===== src/rtl/interrupt_claim_arbiter.sv =====
// interrupt_claim_arbiter
//   Per-source interrupt gateways plus the claim/complete arbiter. Each source
//   has a three-state gateway (idle, pending, in service). The highest-priority
//   pending, unmasked source is registered as best_id, and the core interrupt
//   line follows it. A bus read of the claim/complete register claims best_id.
//   A bus write of an ID to that register completes the matching source.
//
// Ports
//   clk                      system clock, rising edge
//   n_rst                    asynchronous active-low reset
//   interrupt_requests       level-sensitive source lines
//   interrupt_masks          1 = source masked
//   interrupt_priority_regs  per-source 32-bit priority, larger is more urgent
//   claim_complete_addr      bus address of the claim/complete register
//   addr, ren, wen, wdata    single-cycle bus access
//   rdata                    best_id when addr_valid, else 0
//   addr_valid               addr == claim_complete_addr
//   interrupt_pending        registered per-source pending bits
//   interrupt_req            registered; high while a claimable source exists

module interrupt_claim_arbiter #(
    parameter int unsigned N_interrupts = 32
) (
    input  logic                          clk,
    input  logic                          n_rst,
    input  logic [N_interrupts-1:0]       interrupt_requests,
    input  logic [N_interrupts-1:0]       interrupt_masks,
    input  logic [N_interrupts-1:0][31:0] interrupt_priority_regs,
    input  logic [31:0]                   claim_complete_addr,
    input  logic [31:0]                   addr,
    input  logic                          ren,
    input  logic                          wen,
    input  logic [31:0]                   wdata,
    output logic [31:0]                   rdata,
    output logic                          addr_valid,
    output logic [N_interrupts-1:0]       interrupt_pending,
    output logic                          interrupt_req
);

    typedef enum logic [1:0] {
        StIdle      = 2'd0,
        StPending   = 2'd1,
        StInService = 2'd2
    } gw_state_e;

    gw_state_e                 state_q [N_interrupts];
    gw_state_e                 state_d [N_interrupts];
    logic [N_interrupts-1:0]   pending_q, pending_d;
    logic [31:0]               best_id_q, best_id_d;
    logic                      req_q, req_d;
    logic [31:0]               best_prio;
    logic                      claim;
    logic                      complete;

    assign addr_valid = (addr == claim_complete_addr);
    // A simultaneous write wins; the read is then not a claim.
    assign claim      = ren & addr_valid & ~wen;
    assign complete   = wen & addr_valid;
    assign rdata      = addr_valid ? best_id_q : 32'd0;

    // Gateway next state. The claim uses the registered best_id, which is the
    // value the bus sees on rdata in the same cycle.
    always_comb begin
        for (int n = 0; n < int'(N_interrupts); n++) begin
            state_d[n] = state_q[n];
            unique case (state_q[n])
                StIdle: begin
                    if (interrupt_requests[n]) state_d[n] = StPending;
                end
                StPending: begin
                    if (claim && (best_id_q == 32'(n + 1))) state_d[n] = StInService;
                end
                StInService: begin
                    if (complete && (wdata == 32'(n + 1))) state_d[n] = StIdle;
                end
                default: state_d[n] = StIdle;
            endcase
        end
    end

    // Winner over next-state candidates so a claim or a new request is
    // reflected in best_id one cycle later. A strict compare starting from
    // zero both rejects priority 0 and resolves ties to the lowest ID.
    always_comb begin
        best_prio = 32'd0;
        best_id_d = 32'd0;
        pending_d = '0;
        for (int n = 0; n < int'(N_interrupts); n++) begin
            pending_d[n] = (state_d[n] == StPending);
            if (pending_d[n] && !interrupt_masks[n] &&
                (interrupt_priority_regs[n] > best_prio)) begin
                best_prio = interrupt_priority_regs[n];
                best_id_d = 32'(n + 1);
            end
        end
        req_d = (best_id_d != 32'd0);
    end

    always_ff @(posedge clk or negedge n_rst) begin
        if (!n_rst) begin
            for (int n = 0; n < int'(N_interrupts); n++) begin
                state_q[n] <= StIdle;
            end
            pending_q <= '0;
            best_id_q <= 32'd0;
            req_q     <= 1'b0;
        end else begin
            for (int n = 0; n < int'(N_interrupts); n++) begin
                state_q[n] <= state_d[n];
            end
            pending_q <= pending_d;
            best_id_q <= best_id_d;
            req_q     <= req_d;
        end
    end

    assign interrupt_pending = pending_q;
    assign interrupt_req     = req_q;

endmodule


===== config.mk =====
export PLATFORM = sky130hd
export DESIGN_NAME = interrupt_claim_arbiter
export DESIGN_NICKNAME = d
export VERILOG_FILES = /design/src/rtl/interrupt_claim_arbiter.sv
export SDC_FILE = /design/constraint.sdc
export NUM_CORES = 2
export LEC_CHECK = 0
export ABC_AREA = 0
export BUFFER_PORTS_ARGS = -buffer_cell sky130_fd_sc_hd__buf_2
export CORE_AREA = 2 2 485 487
export DETAILED_ROUTE_END_ITERATION = 6
export DIE_AREA = 0 0 487 489
export PLACE_DENSITY = 0.39
export REMOVE_ABC_BUFFERS = 1
export SYNTH_ARGS = -nofsm -noshare
export SYNTH_HDL_FRONTEND = slang
export SYNTH_SLANG_ARGS = --single-unit

===== constraint.sdc =====
create_clock -name clk -period 79.9 [get_ports clk]
set_clock_uncertainty 0.05 [all_clocks]
set_input_delay 15.98 -clock clk [delete_from_list [all_inputs] [get_ports clk]]
set_output_delay 15.98 -clock clk [all_outputs]
set_load 0.005 [all_outputs]

# [Yosys cells after proc, flatten, opt, wreduce, memory -nomap -nowiden]
# Cells that the tools add are included.
[classes] n_lt_le_gt_ge=32 n_eq_ne=161 n_mux=192 n_bitwise=4 reduce_logical=193
[ops] operator="$mux 32" n=63
[ops] operator="$eq 32x5->1 const B" n=32
[ops] operator="$gt 32x32->1" n=31
[ops] operator="$eq 32x4->1 const B" n=16
[ops] operator="$eq 32x3->1 const B" n=8
[ops] operator="$mux 2" n=96
[ops] operator="$pmux 2 s3" n=32
[ops] operator="$eq 2x1->1 const B" n=64
[ops] operator="$eq 32x2->1 const B" n=4
[ops] operator="$logic_and 1x1->1" n=128
[ops] operator="$eq 2x2->1 const B" n=32
[ops] operator="$eq 32x1->1 const B" n=2
[ops] operator="$eq 32x6->1 const B" n=2
[ops] operator="$logic_not 2->1" n=32
[ops] operator="$eq 32x32->1" n=1
[ops] operator="$gt 32x1->1 const B" n=1
[ops] operator="$logic_not 1->1" n=32
[ops] operator="$reduce_bool 32->1" n=1
[ops] operator="$and 1x1->1" n=3
[ops] operator="$mux 1" n=1
[ops] operator="$not 1->1" n=1
[totals] register_bits=129 in_bits=1188 output_inout_bits=66 wordCells=617

# [Longest topological paths before layout]
[depth] depth_word=104 depth_mapped=544 depth_no_buf=491

# [Worst setup path after synthesis]
# No wires, ideal clock.
[synth_timing] path_kind="input -> register" startpoint="input port addr[18]" endpoint="register req_q, in the netlist interrupt_req" arrival_time_ns=99.405 path_slack_ns=-19.690 stages=525 cell_sequence="xor2_1 nor4_1 nand2_1 nor2_1 a211oi_1 clkbuf_1 nand2_1 ha_1 nand4_1 nor4_1 a21boi_1 nand3b_1 a2111oi_0 nor3_1 clkbuf_1 nand2_1 o21ai_0 inv_1 [489 not listed] a221oi_1 ha_1 nor2b_1 o21a_1 o21ai_0 nand2b_1 a21oi_1 nor2b_1 o21ai_0 nand2b_1 a21oi_1 o31ai_1 a21oi_1 nor2_1 nor2_1 nand2_1 nor3_1 nand4bb_1"
[synth_via] elab_chain_len=104 elab_cells_between_ends=355 classes_between="order compare: 31; eq/ne: 33; mux: 159; bitwise: 3; reduce/logical: 129"
[synth_lines] item="start: declaration" line="30" text="input logic [31:0] addr,"
[synth_lines] item="$eq 32x32->1 (*)" line="55" text="assign addr_valid = (addr == claim_complete_addr);"
[synth_lines] item="$and 1x1->1 (2 in a row)" line="57" text="assign claim = ren & addr_valid & ~wen;"
[synth_lines] item="$logic_and 1x1->1" line="71" text="if (claim && (best_id_q == 32'(n + 1))) state_d[n] = StInService;"
[synth_lines] item="$mux 2" line="71"
[synth_lines] item="$pmux 2 s3" line="66" text="unique case (state_q[n])"
[synth_lines] item="$eq 2x1->1" line="89" text="pending_d[n] = (state_d[n] == StPending);"
[synth_lines] item="$logic_and 1x1->1 (2 in a row)" line="90" text="if (pending_d[n] && !interrupt_masks[n] &&"
[synth_lines] item="$mux 32" line="90"
[synth_lines] item="[88 not listed]"
[synth_lines] item="$logic_and 1x1->1" line="90"
[synth_lines] item="$mux 32" line="90"
[synth_lines] item="$gt 32x32->1" line="91" text="(interrupt_priority_regs[n] > best_prio)) begin"
[synth_lines] item="$logic_and 1x1->1" line="90"
[synth_lines] item="$mux 32 (*)" line="90"
[synth_lines] item="net best_id_d[5]" line="49" text="logic [31:0] best_id_q, best_id_d;"
[synth_lines] item="$reduce_bool 32->1 (*)" line="96" text="req_d = (best_id_d != 32'd0);"
[synth_lines] item="net req_d" line="50" text="logic req_q, req_d;"
[synth_lines] item="end signal: assignment" line="113" text="req_q <= req_d;"
[synth_lines] item="end: declaration" line="50"
# The timed path passes the listed nets; every way through them passes the cells marked *.

# [Final worst setup path]
[layout_timing] startpoint="input port claim_complete_addr[25]" endpoint="register req_q, in the netlist interrupt_req"
[layout_via] elab_chain_len=104 elab_cells_between_ends=355 classes_between="order compare: 31; eq/ne: 33; mux: 159; bitwise: 3; reduce/logical: 129"
[layout_lines] item="start: declaration" line="29" text="input logic [31:0] claim_complete_addr,"
[layout_lines] item="$eq 32x32->1 (*)" line="55"
[layout_lines] item="$and 1x1->1 (2 in a row)" line="57"
[layout_lines] item="$logic_and 1x1->1" line="71"
[layout_lines] item="$mux 2" line="71"
[layout_lines] item="$pmux 2 s3" line="66"
[layout_lines] item="$eq 2x1->1" line="89"
[layout_lines] item="$logic_and 1x1->1 (2 in a row)" line="90"
[layout_lines] item="$mux 32" line="90"
[layout_lines] item="[88 not listed]"
[layout_lines] item="$logic_and 1x1->1" line="90"
[layout_lines] item="$mux 32" line="90"
[layout_lines] item="$gt 32x32->1" line="91"
[layout_lines] item="$logic_and 1x1->1" line="90"
[layout_lines] item="$mux 32 (*)" line="90"
[layout_lines] item="net best_id_d[5]" line="49"
[layout_lines] item="$reduce_bool 32->1 (*)" line="96"
[layout_lines] item="net req_d" line="50"
# Marks and branches as above.

==> metrics.csv <==
metric,value,unit
cpMaxStageDelayCell,or4_4,
slew_viol_final,0,
cp_max_fo,16,
rsz0062_at_grt,true,
setup_viol,7,
worstSetupPathType,in -> reg,
grt_max_degree,104,
nets,11320,
hold_start,state_q[9]$_DFF_PN0_,
rows,178,
max_stage_delay,0.57,ns
synth-async-reset-ratio,100.0,%
whs,0.4319,ns
finalWorstSetupSlack,-12.89,ns
timing.fmax,0.01078,GHz
seq_area,0.002577,mm^2
drc,0,
yosysWarnings,0,
critPathRequiredTime,80.09,ns
violations,negative setup slack,
finalCriticalPeriod,92.79,ns
period_share,116.1,%
cap_violations,0,
dp_cells,11910,
grt_overflow,0,
hp-class,reg -> reg,
grt_usage,22.68,%
clock_path_buffers,2,
synth_cell_types,104,
area_delta_synth_final,75.85,%
post-dp-hpwl,260200,um
final_antenna_net_count,0,
syn_area,0.04336,mm^2
worst-path-buf-inv,90,
synthFlopType,dfrtp_1,
insertion_delay,0.37,ns
crit_family,compound AO/OA/AOI/OAI gates,
synth_edf_count,0,
gp_congestion,0.9536,
tightest_slew,0.9993,ns
outcome,finished with violations,
antenna_found_initial,180,
nFillCells,25260,
final_cells,12280,
cts_hold_buf,0,
cp_data_arrival_time,92.97,ns
start_util,18.56,%
regToRegStartpoint,best_id_q[0]$_DFF_PN0_,
ys_seq_area_share,5.944,%
hold_violations,0,
via_per_inst,4.792,
path_clk_slew,0.08,ns
cts_tree,done,
die_w,487,um
die_height,489,um
cts-root-buf,clkbuf_16,
multi_input_area,0.04282,mm^2
crit_path_start_kind,input pin,
pre_cts_slack,-22.34,ns
numPortBuffers,1227,
ios,1254,
drive_gt1_share,48.27,%
drt_iter0_markers,3233,
grt_pass1_wl,395200,um
cts_made_buffers,9,
syn_area_per_cell,7.238,um^2
hold_depth,1,
cts_sinks,103,
grt_pass1_vias,56500,
r2r-end,interrupt_req$_DFF_PN0_,
cp.depth,482,
reg2reg_depth,480,
coreArea,0.2336,mm^2
vias,58850,
drt_first_pass_iters,6,
ys_seq_elements,103,
htree_num_levels,3,
reg2reg_slack,2.59,ns
holdPathEnd,interrupt_pending[27]$_DFF_PN0_,
wl_per_cell,24.03,um
die_area,0.2381,mm^2
wirelength,295100,um
endpoint_kind,register,
final_util,32.64,%
slew_headroom,32.87,%
netlist_instances,5991,
[worst max path at each step]
| stage | from | endpoint | slack (ns) |
|---|---|---|---|
| floorplan | addr[18] | interrupt_req$_DFF_PN0_ | -48.40 |
| global placement | claim_complete_addr[25] | best_id_q[3]$_DFF_PN0_ | -21.31 |
| detailed placement | claim_complete_addr[21] | best_id_q[4]$_DFF_PN0_ | -22.34 |
| CTS | claim_complete_addr[27] | interrupt_req$_DFF_PN0_ | -16.53 |
| global route | claim_complete_addr[21] | interrupt_req$_DFF_PN0_ | -17.49 |
| finish | claim_complete_addr[25] | interrupt_req$_DFF_PN0_ | -12.89 |
[area by class of cell]
type	instances	area share, %
diodes	47	0.1542
clock buffers	10	0.3134
clock inverters	6	0.06563
inverters	564	2.793
multi-input cells	5073	56.15
flip-flops and latches	103	3.380
well taps	3060	5.021
repair buffers	3416	32.12
[routing by layer]
metal	track usage [%]	vias up	wire length, um
li1	-	28720	-
met1	28.85	27920	128300
met2	39.96	1720	142500
met3	3.255	397	15530
met4	5.442	82	8236
met5	0	-	527
[metrics by stage]
stage               area [um^2]  TNS, ns
finish                    76260   -89.79
detailed placement        67130  -155.44
CTS                       68940  -115.03
floorplan                 42270  -336.88
global route              76210  -121.43
global placement          67130  -148.05
[flip-flops by register name, indices dropped and copies added (netlist names)]
name,flops
interrupt_pending,32
state_q,64
interrupt_req,1
best_id_q,6
[logic make-up after synthesis]
family / count (synthesis) / share of synthesized area, %
compound gates: 1871 / 28.16
xor+xnor: 41 / 0.8281
fa+ha+maj: 973 / 28.05
buf+inv: 847 / 7.612
flops: 103 / 5.944
mux: 278 / 6.844
other cells: 1 / 0.008648
simple gates: 1877 / 22.56
[cell usage after synthesis, types with 37 or more instances]
cell        n  area (um^2)
a211oi_1   57        427.9
a21o_1    295         2215
a21oi_1   524         2623
a221o_1    37        370.4
a221oi_1   39        341.6
a311oi_1   64        560.5
a31oi_1    56        350.3
and2_1     60        375.4
clkbuf_1  208        780.8
dfrtp_1   103         2577
ha_1      968        12110
inv_1     564         2117
mux2_2    146         1644
mux2i_1   130         1301
nand2_1   418         1569
nand2b_1  144        900.9
nand3_1   155        775.7
nand4_1   208         1301
nor2_1    347         1303
nor2b_1   133        832.1
nor3_1     88        440.4
nor3b_1    69        518.0
nor4_1     79        494.2
o211ai_1   86        645.6
o21a_1    113        848.3
o21ai_0   393         1967
or3_1      45        281.5
[cell usage in the layout, fill, tap and decap left out, types with 131 or more instances in the layout]
master / instances
o21ai_0: 173
a21o_1: 295
buf_2: 1228
nand4_1: 208
nand2_1: 370
ha_1: 844
nand3_1: 145
a21oi_1: 346
nand2b_1: 143
inv_1: 522
a21oi_2: 160
mux2_2: 131
nor2_1: 315
buf_4: 1988
o21ai_1: 140
[timing repair]
| item | 4_1_cts | 5_1_grt |
|---|---|---|
| buffers inserted | 44 | 215 |
| gates resized for setup | 248 | 1082 |
| endpoints found under the setup margin | 7 | 7 |
| cloned | 12 | 40 |
| pin swaps | 56 | 479 |
Power is left out: the tool's default activity adds up to more than one toggle a clock period on the data nets, which glitch-free logic cannot reach.
